## src/rtl/sdram_arbiter_if.sv

```systemverilog
// sdram_arbiter_if: bundle between the SDRAM command arbiter and its sub-modules / pins.
//   init sequencer : flag_init_end, init_cmd, init_addr
//   auto-refresh   : aref_en (grant), aref_end, aref_cmd
//   write / read   : *_req, *_en (grant), *_end, *_cmd, *_addr, *_ba
//   SDRAM pins     : sdram_cmd, sdram_addr, sdram_ba
//   status         : ref_overrun
// Modport slave is the arbiter side; master is the sub-module / environment side.
interface sdram_arbiter_if;
    localparam int unsigned CMD_W  = 4;
    localparam int unsigned ADDR_W = 13;
    localparam int unsigned BA_W   = 2;

    logic              flag_init_end;
    logic [CMD_W-1:0]  init_cmd;
    logic [ADDR_W-1:0] init_addr;

    logic              aref_en;
    logic              aref_end;
    logic [CMD_W-1:0]  aref_cmd;

    logic              wr_req;
    logic              wr_en;
    logic              wr_end;
    logic [CMD_W-1:0]  wr_cmd;
    logic [ADDR_W-1:0] wr_addr;
    logic [BA_W-1:0]   wr_ba;

    logic              rd_req;
    logic              rd_en;
    logic              rd_end;
    logic [CMD_W-1:0]  rd_cmd;
    logic [ADDR_W-1:0] rd_addr;
    logic [BA_W-1:0]   rd_ba;

    logic [CMD_W-1:0]  sdram_cmd;
    logic [ADDR_W-1:0] sdram_addr;
    logic [BA_W-1:0]   sdram_ba;
    logic              ref_overrun;

    modport slave (
        input  flag_init_end, init_cmd, init_addr,
        input  aref_end, aref_cmd,
        input  wr_req, wr_end, wr_cmd, wr_addr, wr_ba,
        input  rd_req, rd_end, rd_cmd, rd_addr, rd_ba,
        output aref_en, wr_en, rd_en,
        output sdram_cmd, sdram_addr, sdram_ba, ref_overrun
    );

    modport master (
        output flag_init_end, init_cmd, init_addr,
        output aref_end, aref_cmd,
        output wr_req, wr_end, wr_cmd, wr_addr, wr_ba,
        output rd_req, rd_end, rd_cmd, rd_addr, rd_ba,
        input  aref_en, wr_en, rd_en,
        input  sdram_cmd, sdram_addr, sdram_ba, ref_overrun
    );
endinterface

```

## src/rtl/sdram_arbiter.sv

```systemverilog
// sdram_arbiter: SDRAM command scheduler.
//   Holds the command bus for the init sequencer until flag_init_end, then
//   arbitrates between auto-refresh, write and read bursts, muxes the winner's
//   command/address onto the SDRAM pins and owns the refresh interval timer.
// Ports:
//   sclk   - system clock, rising edge
//   reset  - synchronous, active-high
//   bus    - sdram_arbiter_if.slave (sub-module handshakes, SDRAM pins, ref_overrun)
// Parameters:
//   REF_PERIOD - auto-refresh interval in sclk cycles, legal 16..8191
module sdram_arbiter #(
    parameter int unsigned REF_PERIOD = 390
) (
    input  logic           sclk,
    input  logic           reset,
    sdram_arbiter_if.slave bus
);
    localparam int unsigned CNT_W  = 13;
    localparam int unsigned CMD_W  = 4;
    localparam int unsigned ADDR_W = 13;
    localparam int unsigned BA_W   = 2;

    localparam logic [CMD_W-1:0] CMD_NOP  = 4'b0111;
    localparam logic [CNT_W-1:0] CNT_LAST = CNT_W'(REF_PERIOD - 1);

    typedef enum logic [2:0] {
        INIT  = 3'd0,
        ARBIT = 3'd1,
        AREF  = 3'd2,
        WRITE = 3'd3,
        READ  = 3'd4
    } state_t;

    state_t            r_state;
    logic [CNT_W-1:0]  r_ref_cnt;
    logic              r_ref_pend;
    logic              r_last_wr;      // 1: last served was WRITE, 0: READ
    logic              r_ref_overrun;

    state_t            w_state_nxt;
    logic              w_last_wr_nxt;
    logic [CNT_W-1:0]  w_ref_cnt_nxt;
    logic              w_ref_pend_nxt;
    logic              w_ref_overrun_nxt;
    logic              w_cnt_wrap;
    logic              w_aref_enter;

    logic [CMD_W-1:0]  w_cmd;
    logic [ADDR_W-1:0] w_addr;
    logic [BA_W-1:0]   w_ba;

    // State and refresh bookkeeping registers
    always_ff @(posedge sclk) begin
        if (reset) begin
            r_state       <= INIT;
            r_ref_cnt     <= '0;
            r_ref_pend    <= 1'b0;
            r_last_wr     <= 1'b0;
            r_ref_overrun <= 1'b0;
        end else begin
            r_state       <= w_state_nxt;
            r_ref_cnt     <= w_ref_cnt_nxt;
            r_ref_pend    <= w_ref_pend_nxt;
            r_last_wr     <= w_last_wr_nxt;
            r_ref_overrun <= w_ref_overrun_nxt;
        end
    end

    // Next-state: refresh first, then round-robin between write and read
    always_comb begin
        w_state_nxt   = r_state;
        w_last_wr_nxt = r_last_wr;
        case (r_state)
            INIT: begin
                if (bus.flag_init_end) w_state_nxt = ARBIT;
            end
            ARBIT: begin
                if (r_ref_pend)                    w_state_nxt = AREF;
                else if (bus.wr_req && bus.rd_req) w_state_nxt = r_last_wr ? READ : WRITE;
                else if (bus.wr_req)               w_state_nxt = WRITE;
                else if (bus.rd_req)               w_state_nxt = READ;
            end
            AREF: begin
                if (bus.aref_end) w_state_nxt = ARBIT;
            end
            WRITE: begin
                if (bus.wr_end) begin
                    w_state_nxt   = ARBIT;
                    w_last_wr_nxt = 1'b1;
                end
            end
            READ: begin
                if (bus.rd_end) begin
                    w_state_nxt   = ARBIT;
                    w_last_wr_nxt = 1'b0;
                end
            end
            default: w_state_nxt = INIT;
        endcase
    end

    // Refresh timer: free-running outside INIT; a wrap coinciding with AREF
    // entry keeps the request pending instead of flagging an overrun
    always_comb begin
        w_cnt_wrap        = (r_state != INIT) && (r_ref_cnt == CNT_LAST);
        w_aref_enter      = (r_state == ARBIT) && r_ref_pend;
        w_ref_cnt_nxt     = r_ref_cnt;
        w_ref_pend_nxt    = r_ref_pend;
        w_ref_overrun_nxt = r_ref_overrun;

        if (r_state == INIT)  w_ref_cnt_nxt = '0;
        else if (w_cnt_wrap)  w_ref_cnt_nxt = '0;
        else                  w_ref_cnt_nxt = r_ref_cnt + CNT_W'(1);

        if (w_cnt_wrap)        w_ref_pend_nxt = 1'b1;
        else if (w_aref_enter) w_ref_pend_nxt = 1'b0;

        if (w_cnt_wrap && r_ref_pend && !w_aref_enter) w_ref_overrun_nxt = 1'b1;
    end

    // Pin mux, decoded from the state register only
    always_comb begin
        w_cmd  = CMD_NOP;
        w_addr = '0;
        w_ba   = '0;
        case (r_state)
            INIT: begin
                w_cmd  = bus.init_cmd;
                w_addr = bus.init_addr;
            end
            AREF: begin
                w_cmd  = bus.aref_cmd;
            end
            WRITE: begin
                w_cmd  = bus.wr_cmd;
                w_addr = bus.wr_addr;
                w_ba   = bus.wr_ba;
            end
            READ: begin
                w_cmd  = bus.rd_cmd;
                w_addr = bus.rd_addr;
                w_ba   = bus.rd_ba;
            end
            default: begin
                w_cmd  = CMD_NOP;
            end
        endcase
    end

    assign bus.aref_en     = (r_state == AREF);
    assign bus.wr_en       = (r_state == WRITE);
    assign bus.rd_en       = (r_state == READ);
    assign bus.sdram_cmd   = w_cmd;
    assign bus.sdram_addr  = w_addr;
    assign bus.sdram_ba    = w_ba;
    assign bus.ref_overrun = r_ref_overrun;

endmodule

```

## src/flat_wrapper.sv

```systemverilog
// flat-port wrapper written by rule: the top's interface ports become plain ports
module sdram_arbiter_flat 
#(
    parameter int unsigned REF_PERIOD = 390
)
  (sclk, reset, bus_flag_init_end, bus_init_cmd, bus_init_addr, bus_aref_end, bus_aref_cmd, bus_wr_req, bus_wr_end, bus_wr_cmd, bus_wr_addr, bus_wr_ba, bus_rd_req, bus_rd_end, bus_rd_cmd, bus_rd_addr, bus_rd_ba, bus_aref_en, bus_wr_en, bus_rd_en, bus_sdram_cmd, bus_sdram_addr, bus_sdram_ba, bus_ref_overrun);
  sdram_arbiter_if bus_i ();
  input  logic sclk;
  input  logic reset;
  input wire logic [$bits(bus_i.flag_init_end)-1:0] bus_flag_init_end;
  input wire logic [$bits(bus_i.init_cmd)-1:0] bus_init_cmd;
  input wire logic [$bits(bus_i.init_addr)-1:0] bus_init_addr;
  input wire logic [$bits(bus_i.aref_end)-1:0] bus_aref_end;
  input wire logic [$bits(bus_i.aref_cmd)-1:0] bus_aref_cmd;
  input wire logic [$bits(bus_i.wr_req)-1:0] bus_wr_req;
  input wire logic [$bits(bus_i.wr_end)-1:0] bus_wr_end;
  input wire logic [$bits(bus_i.wr_cmd)-1:0] bus_wr_cmd;
  input wire logic [$bits(bus_i.wr_addr)-1:0] bus_wr_addr;
  input wire logic [$bits(bus_i.wr_ba)-1:0] bus_wr_ba;
  input wire logic [$bits(bus_i.rd_req)-1:0] bus_rd_req;
  input wire logic [$bits(bus_i.rd_end)-1:0] bus_rd_end;
  input wire logic [$bits(bus_i.rd_cmd)-1:0] bus_rd_cmd;
  input wire logic [$bits(bus_i.rd_addr)-1:0] bus_rd_addr;
  input wire logic [$bits(bus_i.rd_ba)-1:0] bus_rd_ba;
  output wire logic [$bits(bus_i.aref_en)-1:0] bus_aref_en;
  output wire logic [$bits(bus_i.wr_en)-1:0] bus_wr_en;
  output wire logic [$bits(bus_i.rd_en)-1:0] bus_rd_en;
  output wire logic [$bits(bus_i.sdram_cmd)-1:0] bus_sdram_cmd;
  output wire logic [$bits(bus_i.sdram_addr)-1:0] bus_sdram_addr;
  output wire logic [$bits(bus_i.sdram_ba)-1:0] bus_sdram_ba;
  output wire logic [$bits(bus_i.ref_overrun)-1:0] bus_ref_overrun;
  assign bus_i.flag_init_end = bus_flag_init_end;
  assign bus_i.init_cmd = bus_init_cmd;
  assign bus_i.init_addr = bus_init_addr;
  assign bus_i.aref_end = bus_aref_end;
  assign bus_i.aref_cmd = bus_aref_cmd;
  assign bus_i.wr_req = bus_wr_req;
  assign bus_i.wr_end = bus_wr_end;
  assign bus_i.wr_cmd = bus_wr_cmd;
  assign bus_i.wr_addr = bus_wr_addr;
  assign bus_i.wr_ba = bus_wr_ba;
  assign bus_i.rd_req = bus_rd_req;
  assign bus_i.rd_end = bus_rd_end;
  assign bus_i.rd_cmd = bus_rd_cmd;
  assign bus_i.rd_addr = bus_rd_addr;
  assign bus_i.rd_ba = bus_rd_ba;
  assign bus_aref_en = bus_i.aref_en;
  assign bus_wr_en = bus_i.wr_en;
  assign bus_rd_en = bus_i.rd_en;
  assign bus_sdram_cmd = bus_i.sdram_cmd;
  assign bus_sdram_addr = bus_i.sdram_addr;
  assign bus_sdram_ba = bus_i.sdram_ba;
  assign bus_ref_overrun = bus_i.ref_overrun;
  sdram_arbiter #(.REF_PERIOD(REF_PERIOD)) u_core (.sclk(sclk), .reset(reset), .bus(bus_i));
endmodule
```

## config.mk

```make
export PLATFORM = sky130hd
export DESIGN_NAME = sdram_arbiter_flat
export DESIGN_NICKNAME = d
export VERILOG_FILES = /design/src/rtl/sdram_arbiter_if.sv /design/src/rtl/sdram_arbiter.sv /design/src/flat_wrapper.sv
export SDC_FILE = /design/constraint.sdc
export NUM_CORES = 1
export LEC_CHECK = 0
export ABC_AREA = 1
export CORE_UTILIZATION = 25
export DETAILED_ROUTE_END_ITERATION = 10
export PLACE_DENSITY = 0.68
export SLEW_MARGIN = 0
export SYNTH_ARGS = -nofsm -noshare
export SYNTH_HDL_FRONTEND = slang
export SYNTH_SLANG_ARGS = --single-unit
```

## constraint.sdc

```tcl
create_clock -name sclk -period 3.9 [get_ports sclk]
set_input_delay 0.78 -clock sclk [delete_from_list [all_inputs] [get_ports sclk]]
set_output_delay 0.78 -clock sclk [all_outputs]
set_load 0.01 [all_outputs]
```

==> results.tsv <==
metric	value	unit
Max Cap Viol	0	
grt met1 use	20.0	%
Clock Latency Late Sink	260	ps
clock sinks	19	
Clock Tree Root	clkbuf_8	
grt ovf	0	
I/O Buffers	89	
via count	1781	
max-slew violations	0	
Syn-to-layout area delta	69.3	%
Synth Cell Area	1440	sq um
clock share of power	15.0	%
library cells used by synthesis	25	
Psw	367	uW
post-synthesis mux area share	0	%
Remaining DRCs	0	
most used cell, CP	nand2_1	
main combinational cell family by area after synthesis	simple AND/OR/NAND/NOR gates	
Synth Net Count	310	
Gate Count Post-Synth	241	
max_slew headroom	57.0	%
antenna violations before repair	0	
Switching Share	39.5	%
P_leak	0.000941	uW
Clk pin slew, worst setup/hold paths	70	ps
Crit-path slowest cell	clkdlybuf4s50_1	
1st-iter DRT viols	52	
CTS hold repair buffers	0	
sequential area share after synthesis	26.5	%
Total Power	929	uW
Min-Delay Path Class	register to register	
CTS Buf Count	3	
Tmin final	3080	ps
DR pass1 iterations	4	
DIE HEIGHT	77.8	um
fmax	325	MHz
most common cell after layout, fill and taps aside	clkdlybuf4s50_1	
Power Dens Cells	382	nW/um^2
worst endpoint data arrival time	2300	ps
Critical Path End Type	primary output	
post-synthesis adder-cell area fraction	1.74	%
met2 Use GR	26.2	%
Req. time, crit path	3120	ps
Pint	562	uW
outcome	finished clean	
FF+latch count, synth	19	
setup TNS	0	ps
Logic pwr share	60.1	%
post-CTS sizing	0	
CP Class	register to primary output	
All-Layer GR Usage	15.6	%
DP HPWL	3840	um
Starting Density	26.1	%
Crit path largest cell delay	550	ps
CTS tree	done	
Antenna diodes	0	
complex-gate fraction of the synthesized area	10.8	%
Final #Nets	399	
critical path launch point type	register	
CORE AREA	5510	sq um
full die area	6050	sq um
GRT busiest layer	met2	
Ports	90	
routed len/inst	11.9	um
CTS H-tree lvls	1	
Global Route met3 Usage	2.24	%
RSZ-0062 raised after global routing	no	
DP Worst Slack	1040	ps
syn_area_per_cell	5.96	sq um
Post-Synth Simple-Gate Area	49.8	%
Routed Antenna Nets	0	
routability cong.	0.847	
ratio of cells with drive above 1 in the final layout	8.21	%
vias in the first global route	1634	
CTS Buffer Depth	2	
DRT Wirelength	4780	um
most frequent cells in the layout	clkdlybuf4s50_1, nand2_1, nand3_1, inv_1, nor2_1	
clock skew	3.05	ps
routed vias/inst	4.44	
CP max FO	15	
final setup violation count	0	
row count	27	
Synth Warn #	0	
crit path cell chain	nand2_1 > nor2_2 > buf_4 > nand2_1 > nand3_1 > clkdlybuf4s50_1	
XOR/XNOR Fraction of Synth Area	0.610	%
VDD IR-drop max	0.317	mV
slack of the critical path	821	ps
Worst-Margin Slew	644	ps
Die Wd	77.8	um
first-pass GRT wire length	7610	um
total setup buffers inserted after CTS	0	
Seq pwr share	24.8	%
largest net degree at the start of global routing	21	
Final Hold Vio Count	0	
final period utilization	78.9	%
-- worst paths after layout --
path / cells past startpoint / endpoint / startpoint / slack [ps]
max reg2reg: 7 / u_core.r_state[0] / u_core.r_state[0] / 2220
min: 2 / u_core.bus.ref_overrun / u_core.bus.ref_overrun / 460
max: 6 / bus_sdram_addr[8] / u_core.r_state[0] / 820
min reg2reg: 2 / u_core.bus.ref_overrun / u_core.bus.ref_overrun / 460
-- cell usage after synthesis --
| cell | count | share of area (%) |
|---|---|---|
| a21oi_1 | 11 | 3.8 |
| a21oi_2 | 7 | 4.3 |
| a22o_1 | 2 | 1.2 |
| a31oi_1 | 1 | 0.44 |
| buf_2 | 4 | 1.4 |
| buf_4 | 1 | 0.52 |
| buf_6 | 1 | 0.78 |
| dfxtp_1 | 19 | 26 |
| ha_1 | 2 | 1.7 |
| inv_1 | 27 | 7.1 |
| inv_2 | 3 | 0.78 |
| nand2_1 | 83 | 22 |
| nand2_2 | 4 | 1.7 |
| nand3_1 | 29 | 10 |
| nand3_2 | 1 | 0.70 |
| nand3b_1 | 1 | 0.52 |
| nand4_1 | 8 | 3.5 |
| nor2_1 | 21 | 5.5 |
| nor2_2 | 3 | 1.3 |
| nor2_4 | 1 | 0.78 |
| nor2_8 | 1 | 1.4 |
| nor3_1 | 5 | 1.7 |
| o21ai_0 | 3 | 1.0 |
| or2_2 | 2 | 0.87 |
| xor2_1 | 1 | 0.61 |
-- area by class of cell --
class	instances	area, sq um
clock buffer	3	41.3
clock inverter	1	5.00
inverter	30	113
tap	72	90.1
sequential	19	380
multi-input combinational	186	905
fill	547	3070
timing repair buffer	90	898
-- layer usage --
layer	up-vias	share of wire, %
li1	947	-
met2	37	50
met1	789	45
met3	8	3.3
met5	-	0
met4	0	1.9
-- critical path: cells and delay by family, from the launching register on --
family	cells	cell delay [ps]
simple gates	4	770
buf+inv	2	820
flops	1	450
-- per-stage QoR --
step	instances	hold WS, ps	util, %	instance area (sq um)
after floorplan	241	433	-	1440
after global placement	397	443	43.3	2390
after detailed placement	397	450	43.3	2390
after CTS	401	465	44.2	2430
after global routing	401	476	44.2	2430
final	401	456	44.2	2430
-- power by group through the flow --
stage	Sequential, uW	Combinational, uW	Clock (uW)
final	231	559	140
after global routing	233	612	151
after CTS	231	564	143
after detailed placement	235	562	0
after global placement	234	561	0
after floorplan	232	287	0
-- state kept, by name (all words and copies together), names as in the netlist --
| signal | count |
|---|---|
| u_core.r_state | 3 |
| u_core.r_ref_cnt | 13 |
| u_core.bus.ref_overrun | 1 |
| u_core.r_last_wr | 1 |
| u_core.r_ref_pend | 1 |
-- cell families after synthesis --
kind of cell               count (synthesis)
DFF                                       19
and+or+nand+nor                          159
xor gates and xnor gates                   1
adders and majority gates                  2
buffers and inverters                     36
AOI/OAI and AO/OA                         24
(Power assumes the default switching activity.)
